==> src/rtl/part_demux_latch8_pkg.sv <==
// Shared definitions for the eight-bit addressable latch: state encoding and data width.
package part_demux_latch8_pkg;

    localparam int WIDTH = 8;

    typedef enum logic {
        IDLE    = 1'b0,
        CAPTURE = 1'b1
    } state_t;

endpackage

==> src/rtl/part_demux_dec3to8.sv <==
// Combinational 3-to-8 one-hot decoder; all outputs low when en is low.
module part_demux_dec3to8
    import part_demux_latch8_pkg::*;
(
    input  logic [2:0]       addr,
    input  logic             en,
    output logic [WIDTH-1:0] onehot
);

    always_comb begin
        onehot = '0;
        if (en) begin
            onehot = WIDTH'(1) << addr;
        end
    end

endmodule

==> src/rtl/part_demux_latch8.sv <==
// Eight-bit addressable latch with direct per-bit writes and a sequenced serial capture mode.
// Handshake: a serial bit is consumed on any rising edge where busy=1 and in_valid=1; there is no backpressure.
module part_demux_latch8
    import part_demux_latch8_pkg::*;
#(
    parameter int LSB_FIRST = 1
) (
    input  logic             clk,
    input  logic             reset,
    input  logic             d,
    input  logic [2:0]       sel,
    input  logic             we,
    input  logic             clr,
    input  logic             start,
    input  logic             in_valid,
    output logic [WIDTH-1:0] q,
    output logic [WIDTH-1:0] q_n,
    output logic             busy,
    output logic             done,
    output logic [2:0]       ptr
);

    localparam logic [2:0] FIRST_PTR = (LSB_FIRST != 0) ? 3'd0 : 3'd7;
    localparam logic [2:0] LAST_PTR  = (LSB_FIRST != 0) ? 3'd7 : 3'd0;

    state_t           state;
    state_t           state_nx;
    logic [WIDTH-1:0] q_r;
    logic [2:0]       ptr_r;
    logic             done_r;
    logic             last_bit;
    logic             cap_store;
    logic             dir_write;
    logic             cap_start;
    logic [2:0]       dec_addr;
    logic [WIDTH-1:0] load_en;

    assign last_bit = (ptr_r == LAST_PTR);

    // State register
    always_ff @(posedge clk) begin
        if (reset) begin
            state <= IDLE;
        end else begin
            state <= state_nx;
        end
    end

    // Next-state logic; clr always returns to IDLE
    always_comb begin
        state_nx = state;
        case (state)
            IDLE:    if (start) state_nx = CAPTURE;
            CAPTURE: if (in_valid && last_bit) state_nx = IDLE;
            default: state_nx = IDLE;
        endcase
        if (clr) begin
            state_nx = IDLE;
        end
    end

    // Output/control logic; start beats a same-cycle direct write
    always_comb begin
        busy      = (state == CAPTURE);
        cap_start = (state == IDLE) && start && !clr;
        cap_store = (state == CAPTURE) && in_valid && !clr;
        dir_write = (state == IDLE) && we && !start && !clr;
        dec_addr  = (state == CAPTURE) ? ptr_r : sel;
    end

    part_demux_dec3to8 u_dec (
        .addr   (dec_addr),
        .en     (cap_store | dir_write),
        .onehot (load_en)
    );

    // Data, pointer and done pulse registers
    always_ff @(posedge clk) begin
        if (reset || clr) begin
            q_r    <= '0;
            ptr_r  <= 3'd0;
            done_r <= 1'b0;
        end else begin
            q_r    <= (q_r & ~load_en) | (load_en & {WIDTH{d}});
            done_r <= cap_store && last_bit;
            if (cap_start) begin
                ptr_r <= FIRST_PTR;
            end else if (cap_store && !last_bit) begin
                ptr_r <= (LSB_FIRST != 0) ? ptr_r + 3'd1 : ptr_r - 3'd1;
            end
        end
    end

    assign q    = q_r;
    assign q_n  = ~q_r;
    assign done = done_r;
    assign ptr  = ptr_r;

endmodule
==> config.mk <==
export PLATFORM = sky130hd
export DESIGN_NAME = part_demux_latch8
export DESIGN_NICKNAME = d
export VERILOG_FILES = /design/src/rtl/part_demux_latch8_pkg.sv /design/src/rtl/part_demux_dec3to8.sv /design/src/rtl/part_demux_latch8.sv
export SDC_FILE = /design/constraint.sdc
export NUM_CORES = 1
export LEC_CHECK = 0
export BUFFER_PORTS_ARGS = -buffer_cell sky130_fd_sc_hd__buf_4
export CAP_MARGIN = 20
export CORE_MARGIN = 10
export CORE_UTILIZATION = 44
export DETAILED_ROUTE_END_ITERATION = 8
export HOLD_SLACK_MARGIN = 0.05
export PLACE_DENSITY = 0.84
export SLEW_MARGIN = 20
export SYNTH_ARGS = -nofsm -noshare
export SYNTH_HDL_FRONTEND = slang
export SYNTH_SLANG_ARGS = --single-unit
==> constraint.sdc <==
create_clock -name clk -period 1.94 [get_ports clk]
set_input_delay 0.194 -clock clk [delete_from_list [all_inputs] [get_ports clk]]
set_output_delay 0.194 -clock clk [all_outputs]
set_load 0.05 [all_outputs]
==> flow_summary.json <==
{
  "min_path_cells": 2,
  "synthTopCellsByArea": "dfxtp_1, mux2i_1, nand2_1",
  "crit_required_ns": 2.09,
  "synthCells": 80,
  "num-nets-final": 126,
  "slowest_delay_ns": 0.59,
  "cts.sinks": 13,
  "sw_frac_of_total_pct": 24.4,
  "rows": 14,
  "io_pins": 31,
  "drv_cap": 0,
  "leakage_uw": 0.000441,
  "tns_ns": 0,
  "ys_seq_elements": 13,
  "final_cell_area_um2": 945,
  "core_area_mm2": 0.00147,
  "fmax_ghz": 0.606,
  "numCtsBuffers": 3,
  "crit_family": "flip-flops",
  "fin_skew_ns": 0.00449,
  "hp-class": "in -> reg",
  "grt.total_usage_pct": 9.73,
  "areaGrowthSynthToFinish_pct": 40.1,
  "whs_endpoint": "busy$_SDFF_PP0_",
  "reg2reg_depth": 4,
  "cts.clk_slew.worst_paths_ns": 0.08,
  "syn-num-nets": 92,
  "cts_buffer_depth": 2,
  "place_area_um2": 918,
  "min_period_over_period_pct": 85.1,
  "path_max_fanout": 15,
  "arrival_ns": 1.80,
  "rsz0062_at_grt": "no",
  "critPathLaunchType": "register",
  "die_h_um": 59.2,
  "timing_hold_violations_final": 0,
  "slew_headroom_pct": 70.7,
  "p_sw_uw": 121,
  "cts_tree": "yes",
  "grt_pass1_wl_um": 2740,
  "final_cell_mix": "buf_4, nand2_1, dfxtp_1",
  "internal_power_uw": 376,
  "combinationalPowerShare_pct": 12.1,
  "drt_iter0_drc": 12,
  "crit_buf_inv": 0,
  "grt_pass1_vias": 607,
  "seqPwrFrac_pct": 54.8,
  "ir_worst_vdd_v": 0.000402,
  "grt_max_degree": 16,
  "antenna_left": 0,
  "drc": 0,
  "insertion_delay_ns": 0.27,
  "r2r_setup_slack_ns": 0.29,
  "slew_viol_final": 0,
  "setup_ws_ns": 0.289,
  "crit_path_end_kind": "register",
  "die_w_um": 59.2,
  "routabilityCongestion": 0.800,
  "path_cells": "mux2_1 -> a211oi_2 -> nand2_1 -> mux2i_1",
  "place_ws_ns": 0.296,
  "cts-hold-fix-buffers": 0,
  "avgSynthCellArea_um2": 8.43,
  "grt-ovfl-total": 0,
  "synth_top_area_share_pct": 38.6,
  "cts_resized": 0,
  "synth_top_cell_by_area": "dfxtp_1",
  "final_common_cell": "buf_4",
  "initial_core_util_pct": 45.8,
  "routed_wl_um": 1710,
  "yosysWarnings": 0,
  "ys_seq_area_share_pct": 38.6,
  "r2r_start": "busy$_SDFF_PP0_",
  "first_pass_iters": 4,
  "dieArea_mm2": 0.00350,
  "worstMarginPinSlew_ns": 0.438,
  "ys_types": 21,
  "status": "completed",
  "antenna_found_initial": 0,
  "crit_type": "reg -> reg",
  "cts_root_buf": "clkbuf_4",
  "postCtsSetupBuffers": 0,
  "wl_per_cell_um": 13.3,
  "setup_viol": 0,
  "power_density_mw_per_mm2": 526,
  "dp_hpwl_um": 1410,
  "n_antenna_cell": 0,
  "htree_levels": 1,
  "numPortBuffers": 30,
  "drive_gt1_share_pct": 33.6,
  "hp-start": "in_valid",
  "post-route-min-period_ns": 1.65,
  "critPathSlowestCell": "dfxtp_1",
  "via_per_inst": 5.09,
  "vias": 656,
  "synth_area_um2": 674,
  "p_clk_share_pct": 33.1
}
==> final cells by class <==
| cell class | instances | area [um2] |
|---|---|---|
| repair buffers | 31 | 233 |
| fillers | 133 | 527 |
| well taps | 16 | 20.0 |
| clock buffers | 4 | 26.3 |
| multi-input cells | 54 | 364 |
| inverters | 11 | 41.3 |
| flip-flops and latches | 13 | 260 |
==> synth_stat cells <==
library cell,number
mux2i_1,11
nand3b_1,1
nand3_1,1
a32o_1,1
dfxtp_1,13
a22o_1,1
nor2_1,6
xnor2_1,1
nand2_1,18
inv_1,11
nor3_2,1
ha_1,2
and4_1,1
nand2b_1,1
clkbuf_1,1
a31oi_1,1
mux2_1,1
buf_2,1
o21ai_0,4
or3b_4,1
a211oi_2,2
==> layer usage <==
metal  part of all wire [%]  global-route usage (%)  wire length (um)
met5                      0                       0                 0
met1                     38                    10.3               658
met4                    2.0                    5.25                35
met2                     51                    16.7               878
met3                    8.2                    3.00               141
==> power groups by stage <==
stage	combinational, uW	clock, uW	sequential, uW
2_1_floorplan	30.3	0	282
6_report	60.0	165	272
4_1_cts	60.2	168	272
3_3_place_gp	59.7	0	278
5_1_grt	65.2	182	273
3_5_place_dp	60.1	0	279
==> per-stage QoR <==
| step | total power (uW) | hold WS [ns] | utilization, % | std cells |
|---|---|---|---|---|
| 3_3_place_gp | 338 | 0.398 | 62.4 | 125 |
| 5_1_grt | 520 | 0.119 | 64.2 | 129 |
| 2_1_floorplan | 312 | 0.295 | - | 80 |
| 4_1_cts | 501 | 0.121 | 64.2 | 129 |
| 3_5_place_dp | 339 | 0.405 | 62.4 | 125 |
| 6_report | 497 | 0.120 | 64.2 | 129 |
==> worst max path at each step <==
stage	from	to	depth (start not counted)
2_1_floorplan	busy$_SDFF_PP0_	ptr[1]$_SDFFE_PP0P_	5
3_3_place_gp	busy$_SDFF_PP0_	register	4
3_5_place_dp	busy$_SDFF_PP0_	register	4
4_1_cts	busy$_SDFF_PP0_	register	4
5_1_grt	busy$_SDFF_PP0_	register	4
6_report	busy$_SDFF_PP0_	register	4
==> cell families after synthesis <==
group	Yosys count	synth area share (%)
AOI/OAI and AO/OA	9	10.4
xor gates and xnor gates	1	1.30
adders and majority gates	2	3.71
buffers and inverters	13	7.42
DFF	13	38.6
muxes	12	18.0
and+or+nand+nor	30	20.6
Power figures use the tool's default switching activity.
